[config.mk]
export PLATFORM = sky130hd
export DESIGN_NAME = fir61_serial
export DESIGN_NICKNAME = d
export VERILOG_FILES = /design/src/rtl/fir_pkg.sv /design/src/rtl/fir_sample_buf.sv /design/src/rtl/fir61_serial.sv
export SDC_FILE = /design/constraint.sdc
export NUM_CORES = 1
export LEC_CHECK = 0
export CORE_MARGIN = 3
export CORE_UTILIZATION = 57
export DETAILED_ROUTE_END_ITERATION = 8
export GPL_TIMING_DRIVEN = 0
export PLACE_DENSITY = 0.77
export SYNTH_ARGS = -nofsm -noshare
export SYNTH_HDL_FRONTEND = slang
export SYNTH_SLANG_ARGS = --single-unit
export TNS_END_PERCENT = 30
[constraint.sdc]
create_clock -name clock -period 6.7 [get_ports clock]
set_input_delay 1.34 -clock clock [delete_from_list [all_inputs] [get_ports clock]]
set_output_delay 1.34 -clock clock [all_outputs]
set_load 0.03 [all_outputs]
[src/rtl/fir_pkg.sv]
// Shared constants and FSM encoding for the time-multiplexed 61-tap FIR engine.
package fir_pkg;

  localparam int NTAPS     = 61;
  localparam int DATA_W    = 8;
  localparam int COEFF_W   = 10;
  localparam int ACC_W     = 24;
  localparam int BUF_DEPTH = 64;
  localparam int PTR_W     = 6;

  typedef enum logic [1:0] {
    CLEAR = 2'd0,
    IDLE  = 2'd1,
    MAC   = 2'd2,
    DONE  = 2'd3
  } fir_state_e;

endpackage

[src/rtl/fir_sample_buf.sv]
// Circular sample history: one synchronous write port, one combinational read port.
module fir_sample_buf #(
  parameter int DATA_W = fir_pkg::DATA_W,
  parameter int PTR_W  = fir_pkg::PTR_W
) (
  input  logic              clock,
  input  logic              we_i,
  input  logic [PTR_W-1:0]  waddr_i,
  input  logic [DATA_W-1:0] wdata_i,
  input  logic [PTR_W-1:0]  raddr_i,
  output logic [DATA_W-1:0] rdata_o
);

  logic [DATA_W-1:0] mem_q [2**PTR_W];

  // NOTE: the array has no reset; the owner zero-fills it through the write port, so it maps onto plain RAM.
  always_ff @(posedge clock) begin
    if (we_i) mem_q[waddr_i] <= wdata_i;
  end

  assign rdata_o = mem_q[raddr_i];

endmodule

[src/rtl/fir61_serial.sv]
// Serial FIR: one multiply-accumulate per clock over a 64-entry circular sample history.
// Optional build macro FIR_OVERRUN_EN adds a sticky overrun flag for samples dropped while computing.
module fir61_serial #(
  parameter int NTAPS   = fir_pkg::NTAPS,
  parameter int DATA_W  = fir_pkg::DATA_W,
  parameter int COEFF_W = fir_pkg::COEFF_W,
  parameter int ACC_W   = fir_pkg::ACC_W
) (
  input  logic                      clock,
  input  logic                      reset,
  input  logic                      ready,
  input  logic signed [DATA_W-1:0]  x,
  output logic [5:0]                index,
  input  logic signed [COEFF_W-1:0] coeff,
  output logic signed [ACC_W-1:0]   y,
  output logic                      done,
`ifdef FIR_OVERRUN_EN
  output logic                      overrun,
`endif
  output logic                      busy
);

  import fir_pkg::*;

  localparam int PROD_W = DATA_W + COEFF_W;
  localparam logic [PTR_W-1:0] LAST_TAP = PTR_W'(NTAPS - 1);
  localparam logic [PTR_W-1:0] LAST_CLR = PTR_W'(BUF_DEPTH - 1);

  fir_state_e state_q, state_d;
  logic [PTR_W-1:0] clr_cnt_q, clr_cnt_d;
  logic [PTR_W-1:0] wr_ptr_q, wr_ptr_d;
  logic [PTR_W-1:0] newest_q, newest_d;
  logic [PTR_W-1:0] tap_q, tap_d;
  logic signed [ACC_W-1:0] acc_q, acc_d;
  logic signed [ACC_W-1:0] y_q, y_d;
  logic done_q, done_d;

  logic              buf_we;
  logic [PTR_W-1:0]  buf_waddr, buf_raddr;
  logic [DATA_W-1:0] buf_wdata, buf_rdata;
  logic signed [PROD_W-1:0] prod;
  logic signed [ACC_W-1:0]  acc_sum;

  fir_sample_buf #(.DATA_W(DATA_W), .PTR_W(PTR_W)) u_buf (
    .clock   (clock),
    .we_i    (buf_we & ~reset),
    .waddr_i (buf_waddr),
    .wdata_i (buf_wdata),
    .raddr_i (buf_raddr),
    .rdata_o (buf_rdata)
  );

  // Tap k reads x[n-k]; the 6-bit subtraction wraps through the circular buffer.
  assign buf_raddr = newest_q - tap_q;
  assign prod      = PROD_W'(coeff) * PROD_W'($signed(buf_rdata));
  assign acc_sum   = acc_q + ACC_W'(prod);

  // NOTE: every signal written here gets a default first, so no path leaves it unassigned and no latch is inferred.
  always_comb begin
    state_d   = state_q;
    clr_cnt_d = clr_cnt_q;
    wr_ptr_d  = wr_ptr_q;
    newest_d  = newest_q;
    tap_d     = tap_q;
    acc_d     = acc_q;
    y_d       = y_q;
    done_d    = 1'b0;
    buf_we    = 1'b0;
    buf_waddr = wr_ptr_q;
    buf_wdata = x;
    unique case (state_q)
      CLEAR: begin
        buf_we    = 1'b1;
        buf_waddr = clr_cnt_q;
        buf_wdata = '0;
        clr_cnt_d = clr_cnt_q + 1'b1;
        if (clr_cnt_q == LAST_CLR) state_d = IDLE;
      end
      IDLE: begin
        if (ready) begin
          buf_we   = 1'b1;
          newest_d = wr_ptr_q;
          wr_ptr_d = wr_ptr_q + 1'b1;
          acc_d    = '0;
          tap_d    = '0;
          state_d  = MAC;
        end
      end
      MAC: begin
        acc_d = acc_sum;
        tap_d = tap_q + 1'b1;
        // y and done are registered together so they appear in the DONE cycle.
        if (tap_q == LAST_TAP) begin
          y_d     = acc_sum;
          done_d  = 1'b1;
          state_d = DONE;
        end
      end
      DONE:    state_d = IDLE;
      default: state_d = CLEAR;
    endcase
  end

  // NOTE: state registers use non-blocking assignments so every flop samples pre-edge values.
  always_ff @(posedge clock) begin
    if (reset) begin
      state_q   <= CLEAR;
      clr_cnt_q <= '0;
      wr_ptr_q  <= '0;
      newest_q  <= '0;
      tap_q     <= '0;
      acc_q     <= '0;
      y_q       <= '0;
      done_q    <= 1'b0;
    end else begin
      state_q   <= state_d;
      clr_cnt_q <= clr_cnt_d;
      wr_ptr_q  <= wr_ptr_d;
      newest_q  <= newest_d;
      tap_q     <= tap_d;
      acc_q     <= acc_d;
      y_q       <= y_d;
      done_q    <= done_d;
    end
  end

  assign index = (state_q == MAC) ? tap_q : '0;
  assign busy  = (state_q != IDLE);
  assign y     = y_q;
  assign done  = done_q;

`ifdef FIR_OVERRUN_EN
  logic overrun_q;

  always_ff @(posedge clock) begin
    if (reset) begin
      overrun_q <= 1'b0;
    end else if (ready && (state_q == MAC || state_q == DONE)) begin
      overrun_q <= 1'b1;
    end
  end

  assign overrun = overrun_q;
`endif

endmodule
=== Word-level counts from Yosys, hierarchy flattened ===
Memory sizes are Yosys's and may differ from the RTL's.
Index checks and enable logic that the tools add are counted.
W data, S select, Z words.

* Add/subtract/negate cells: 5
* Multiply operators: 1
* Equal/unequal tests: 9
* Mux-type cells: 16
* Bitwise logic cells: 3
* Reduce and logical (&&, ||, !) cells: 7

{| class="wikitable"
|+ Operator list
! operator !! count
|-
| $pmux W24 S2 || 1
|-
| $add A24 B18 Y24 || 1
|-
| $mux W24 || 1
|-
| $add A6 B1 Y6 const B || 3
|-
| $mul A10 B8 Y18 || 1
|-
| $mux W6 || 3
|-
| $eq A6 B6 Y1 const B || 2
|-
| $pmux W6 S2 || 1
|-
| $mux W8 || 1
|-
| $pmux W2 S4 || 1
|-
| $mux W2 || 3
|-
| $ne A2 B2 Y1 const B || 3
|-
| $reduce_and A2 Y1 || 3
|-
| $sub A6 B6 Y6 || 1
|-
| $eq A2 B2 Y1 const B || 2
|-
| $mux W1 || 4
|-
| $reduce_and A3 Y1 || 1
|-
| $eq A2 B1 Y1 const B || 1
|-
| $logic_not A2 Y1 || 1
|-
| $ne A2 B1 Y1 const B || 1
|-
| $not A1 Y1 || 2
|-
| $pmux W1 S2 || 1
|-
| $reduce_bool A2 Y1 || 1
|-
| $reduce_or A2 Y1 || 1
|-
| $and A1 B1 Y1 || 1
|}

* Register bits: 75
* Bits in writable memories: 512
* Bits of input ports: 21
* Output and inout bits: 32
* Word-level logic and storage cells: 50
* Memories: 1

{| class="wikitable"
|+ Memories
! memory !! words !! bits a word !! rd ports !! clocked after memory_dff !! wr ports !! RTL line !! RTL
|-
| u_buf.mem_q || 64 || 8 || 1 || 0 || 1 || fir_sample_buf.sv:14 || <nowiki>logic [DATA_W-1:0] mem_q [2**PTR_W];</nowiki>
|}

=== Depth between registers and ports, before layout ===
* Word-level depth: 5
* Depth in mapped cells: 29
* Mapped depth without buffers: 28

=== By module ===
Synthesis repeated with hierarchy kept, for this count alone.

* Cells, all modules: 1753
* Area total of the unflattened synthesis: 27602.7 µm²

{| class="wikitable"
|+ By module, submodules not included
! module !! times used !! cells each !! area an instance (µm²)
|-
| fir_sample_buf || 1 || 932 || 20006.7
|-
| fir61_serial || 1 || 821 || 7596.0
|}

=== Worst setup path after synthesis ===
OpenSTA, ideal clock, no wires.

* Path type: reg-to-reg
* From: register newest_q[0]
* To: register y_q[23] (netlist: y[23])
* Setup time: 0.116 ns
* Arrival: 7.343 ns
* Path slack: -0.759 ns
* Stages on the path, launching flop included: 26
* Period minus slack after synthesis: 7.459 ns
* Cell sequence: dfxtp_1 inv_1 ha_1 fa_1 buf_4 buf_6 buf_2 mux4_2 mux4_2 mux2i_1 mux2i_2 and2_1 fa_1 fa_1 fa_1 fa_1 ha_1 ha_1 clkbuf_1 nand3_1 nor2_1 nand2_1 o211a_1 o41ai_1 xnor2_1 o211a_1

* Longest elaborated chain between the ends: 4

{| class="wikitable"
|+ RTL lines
! what !! RTL line !! RTL
|-
| start, declared || fir61_serial.sv:32 || <nowiki>logic [PTR_W-1:0] newest_q, newest_d;</nowiki>
|-
| start signal, assigned || fir61_serial.sv:119 || <nowiki>newest_q <= newest_d;</nowiki>
|-
| $sub A6 B6 Y6 || fir61_serial.sv:54 || <nowiki>assign buf_raddr = newest_q - tap_q;</nowiki>
|-
| $mem_v2 Z64 W8 || - ||
|-
| $mul A10 B8 Y18 || fir61_serial.sv:55 || <nowiki>assign prod = PROD_W'(coeff) * PROD_W'($signed(buf_rdata));</nowiki>
|-
| $add A24 B18 Y24 || fir61_serial.sv:56 || <nowiki>assign acc_sum = acc_q + ACC_W'(prod);</nowiki>
|-
| end signal, assigned || fir61_serial.sv:122 || <nowiki>y_q <= y_d;</nowiki>
|-
| end, declared || fir61_serial.sv:35 || <nowiki>logic signed [ACC_W-1:0] y_q, y_d;</nowiki>
|}

No other way between the ends.
A chain may end at the register's enable or synchronous reset.

=== Worst setup path after layout ===
* From: register newest_q[0]
* To: register acc_q[23]

* Longest elaborated chain between the ends: 5

{| class="wikitable"
|+ RTL lines
! what !! RTL line !! RTL
|-
| $sub A6 B6 Y6 || fir61_serial.sv:54 ||
|-
| $mem_v2 Z64 W8 || - ||
|-
| $mul A10 B8 Y18 || fir61_serial.sv:55 ||
|-
| $add A24 B18 Y24 || fir61_serial.sv:56 ||
|-
| $pmux W24 S2 || fir61_serial.sv:71 || <nowiki>unique case (state_q)</nowiki>
|-
| end signal, assigned || fir61_serial.sv:112 || <nowiki>acc_q <= '0;</nowiki>
|-
| end signal, assigned || fir61_serial.sv:121 || <nowiki>acc_q <= acc_d;</nowiki>
|-
| end, declared || fir61_serial.sv:34 || <nowiki>logic signed [ACC_W-1:0] acc_q, acc_d;</nowiki>
|}

No other way between the ends.

==> metrics.txt <==
status=complete, but fails checks; failing checks=negative setup slack; Root Buffer=clkbuf_16; HPWL after detailed placement=46500 um; Max VDD drop=~270 uV; slew margin rel.=21.1%; CTS Buf Count=between 50 and 60; Top Ports=53; Core Area=between 0.04 and 0.05 mm^2; die extent in y=between 200 and 250 um; sequential fraction of the synthesis area=approximately three fifths; Crit Path Class=register to register; PwrDens=316 mW/mm^2; final net count=between 2000 and 2500; diode count=0; total grt overflow=0; biggest area consumer among synthesized cells=edfxtp_1; vias=approximately 16000; worst slew pin tran=1.18 ns; multi-input logic area=about 0.011 mm^2; PortBufs=52; Seq. cell area=between 0.015 and 0.02 mm^2; Synth-to-Final Area Change=19.5%; DR iter-0 viols=about 1800; Hold WC Path Type=register to register; Placer Congestion=between 0.9 and 1; vias per std cell=around 6.4; FP Rows=79; post-synthesis cell count=~1700; # placed instances=2356; FILL cells=~2800; # DRC=0; achievable frequency=between 0.1 and 0.15 GHz; post-route non-filler standard cell count=roughly 2500; Netlist Area Pre-Place=0.0275 mm^2; EDFF count, synth=around 500; vias in the first global route=around 17000; commonest cells after routing, fill and taps aside=edfxtp_1 (512), mux4_2 (160), inv_1 (130); Critical Path RT=7.19 ns; crit path launch=newest_q[0]$_SDFFE_PP0P_; Seq cells post-synth=just under 600; period utilization=112%; RSZ-0062 raised after global routing=true; final setup margin=-0.807 ns; max-cap viol count=0; simple-gate share of the synthesized area=between 5 and 6%; main area contributors after synthesis=edfxtp_1 (56%), mux4_2 (13%), fa_1 (8.2%); initial antenna violation count=0; fin util=between 60% and 70%; Hold Vio Cnt, Final=0; Total Routing Usage GR=29.0%; Tot Pwr=just over 10 mW; drt wl/cell=29.2 um; first-pass GRT wire length=roughly 110000 um; Slew Limit Fails=0; largest family of logic cells by synthesized area=multiplexers; top cell type's share of synthesized area=between 50% and 60%; H-tree levels=2; register-to-register path setup slack=-0.81 ns; worst path bufs/invs=8; Max Root-Sink Buffers=3; syn nets=around 1900; Cell Area, Placed=between 0.02 and 0.03 mm^2; crit path DAT=around 8 ns; R2R Path Start=newest_q[0]$_SDFFE_PP0P_; Synth cell types=between 60 and 70; CP endpoint=acc_q[23]$_SDFFE_PP0P_; share of layout cells above drive strength 1=25.8%; Initial Util=between 50% and 60%; Synth warnings=0; Post-Synth XOR/XNOR Area=1.32%; TritonCTS Sinks=just under 600; R2R depth=27; Crit Path Max Fanout=5; largest net degree at the start of global routing=between 50 and 60; Die W=226 um; post-synthesis adder-cell area fraction=between 10% and 20%; critical path's top delay family=adder cells; Post-Route Skew=between 0.04 and 0.05 ns; final WL=approximately 74000 um; Final setup viols=32; most frequent CP cell=fa_1; commonest non-fill, non-tap cell in the layout=edfxtp_1; Compound-Gate Fraction of Synth Area=about 3.2%; worst skew pair latency=between 0.6 and 0.7 ns; Worst path depth=27; 1st-pass router iterations=5; worst reg2reg path endpoint=acc_q[23]$_SDFFE_PP0P_; CTS tree=done; Crit. End Element=register; mux contribution to synthesized area=~14%; Min Clock Period, post-route=7.51 ns; antenna-violating nets left=0; dominant synthesized flop cell=edfxtp_1; Async SR Flop Fraction=0%; die outline area=a little over 0.05 mm^2; Finished Cell Area=~0.033 mm^2; CP startpoint kind=register; clk slew on worst S/H paths=0.07 ns; syn_area_per_cell=16.3 um^2; worst stage delay on the critical path=approximately 0.58 ns; Leak=roughly 12 nW; slowest stage cell, crit path=mux4_2
==> final cells by class <==
class,count,share of cell area [%]
clock inverter,30,0.891
sequential,587,51.4
multi-input combinational,909,33.0
inverter,136,1.57
tap,607,2.31
clock buffer,75,4.58
buffer,59,1.63
timing repair buffer,139,4.69
==> worst min path at each step <==
stage	startpoint	to	slack, ns	cells after the start
6_report	y[0]$_SDFFE_PP0P_	y[0]$_SDFFE_PP0P_	0.46	2
5_1_grt	y[6]$_SDFFE_PP0P_	y[6]$_SDFFE_PP0P_	0.48	2
4_1_cts	y[6]$_SDFFE_PP0P_	y[6]$_SDFFE_PP0P_	0.45	2
3_5_place_dp	y[6]$_SDFFE_PP0P_	y[6]$_SDFFE_PP0P_	0.45	2
3_3_place_gp	y[14]$_SDFFE_PP0P_	y[14]$_SDFFE_PP0P_	0.44	2
2_1_floorplan	newest_q[2]$_SDFFE_PP0P_	newest_q[2]$_SDFFE_PP0P_	0.44	2
==> through the flow <==
step | setup slack (ns) | setup TNS [ns] | hold slack (ns)
2_1_floorplan | -0.0673 | -0.286 | 0.441
3_3_place_gp | -1.27 | -28.06 | 0.443
5_1_grt | -1.00 | -23.44 | 0.475
4_1_cts | -0.760 | -16.93 | 0.454
6_report | -0.807 | -17.95 | 0.459
3_5_place_dp | -1.36 | -31.53 | 0.445
==> layer usage <==
metal | vias to the layer above | share of wire (%) | global-route usage (%)
met5 | - | 0 | 0
met4 | 0 | 5.7 | 14.0
met3 | 234 | 8.3 | 5.63
met2 | 996 | 50 | 48.4
met1 | 8445 | 36 | 37.0
li1 | 6704 | - | -
==> cell usage after synthesis, drive strengths merged (4+ instances only) <==
library cell / number
a211oi: 5
a21oi: 42
a22oi: 15
a31oi: 4
and2: 47
buf: 38
clkbuf: 23
dfxtp: 75
edfxtp: 512
fa: 112
ha: 66
inv: 136
mux2i: 25
mux4: 160
nand2: 127
nand2b: 7
nand3: 15
nand4: 6
nor2: 126
nor2b: 13
nor3: 8
o21a: 6
o21ai: 30
o31ai: 4
or2: 4
xnor2: 29
xor2: 10
==> worst register-to-register path: cells and delay by family, from the launching register on <==
family | cells | cell delay, ns
AO/OA/AOI/OAI | 3 | 0.79
XOR/XNOR | 1 | 0.17
adder cells (fa/ha/maj) | 8 | 3.36
buffers and inverters | 8 | 0.71
flip-flops | 1 | 0.33
multiplexers | 4 | 1.52
AND/OR/NAND/NOR | 3 | 0.49
==> kinds of logic after synthesis <==
| group | after synthesis |
|---|---|
| buffers and inverters | 197 |
| DFF | 587 |
| muxes | 186 |
| AOI/OAI and AO/OA | 136 |
| adders and majority gates | 178 |
| xor gates and xnor gates | 39 |
| and+or+nand+nor | 366 |
==> sequential cells by signal (all words and copies together) (netlist names) <==
name         cells
u_buf.mem_q    512
acc_q           24
y               24
clr_cnt_q        6
newest_q         6
tap_q            6
wr_ptr_q         6
state_q          2
done             1
==> what timing repair did <==
action,4_1_cts,5_1_grt
cloned,6,3
resized for setup,110,87
buffers inserted,48,27
setup endpoints to repair,37,35
hold buffers,0,0
pin swaps,31,23
==> power by group <==
group	leakage, nW	internal, mW	switching, mW
sequential	5.36	3.95	0.00575
clock	0.863	1.74	1.38
combinational	5.42	1.51	1.80
total	11.6	7.20	3.18
Power figures use the tool's default switching activity.
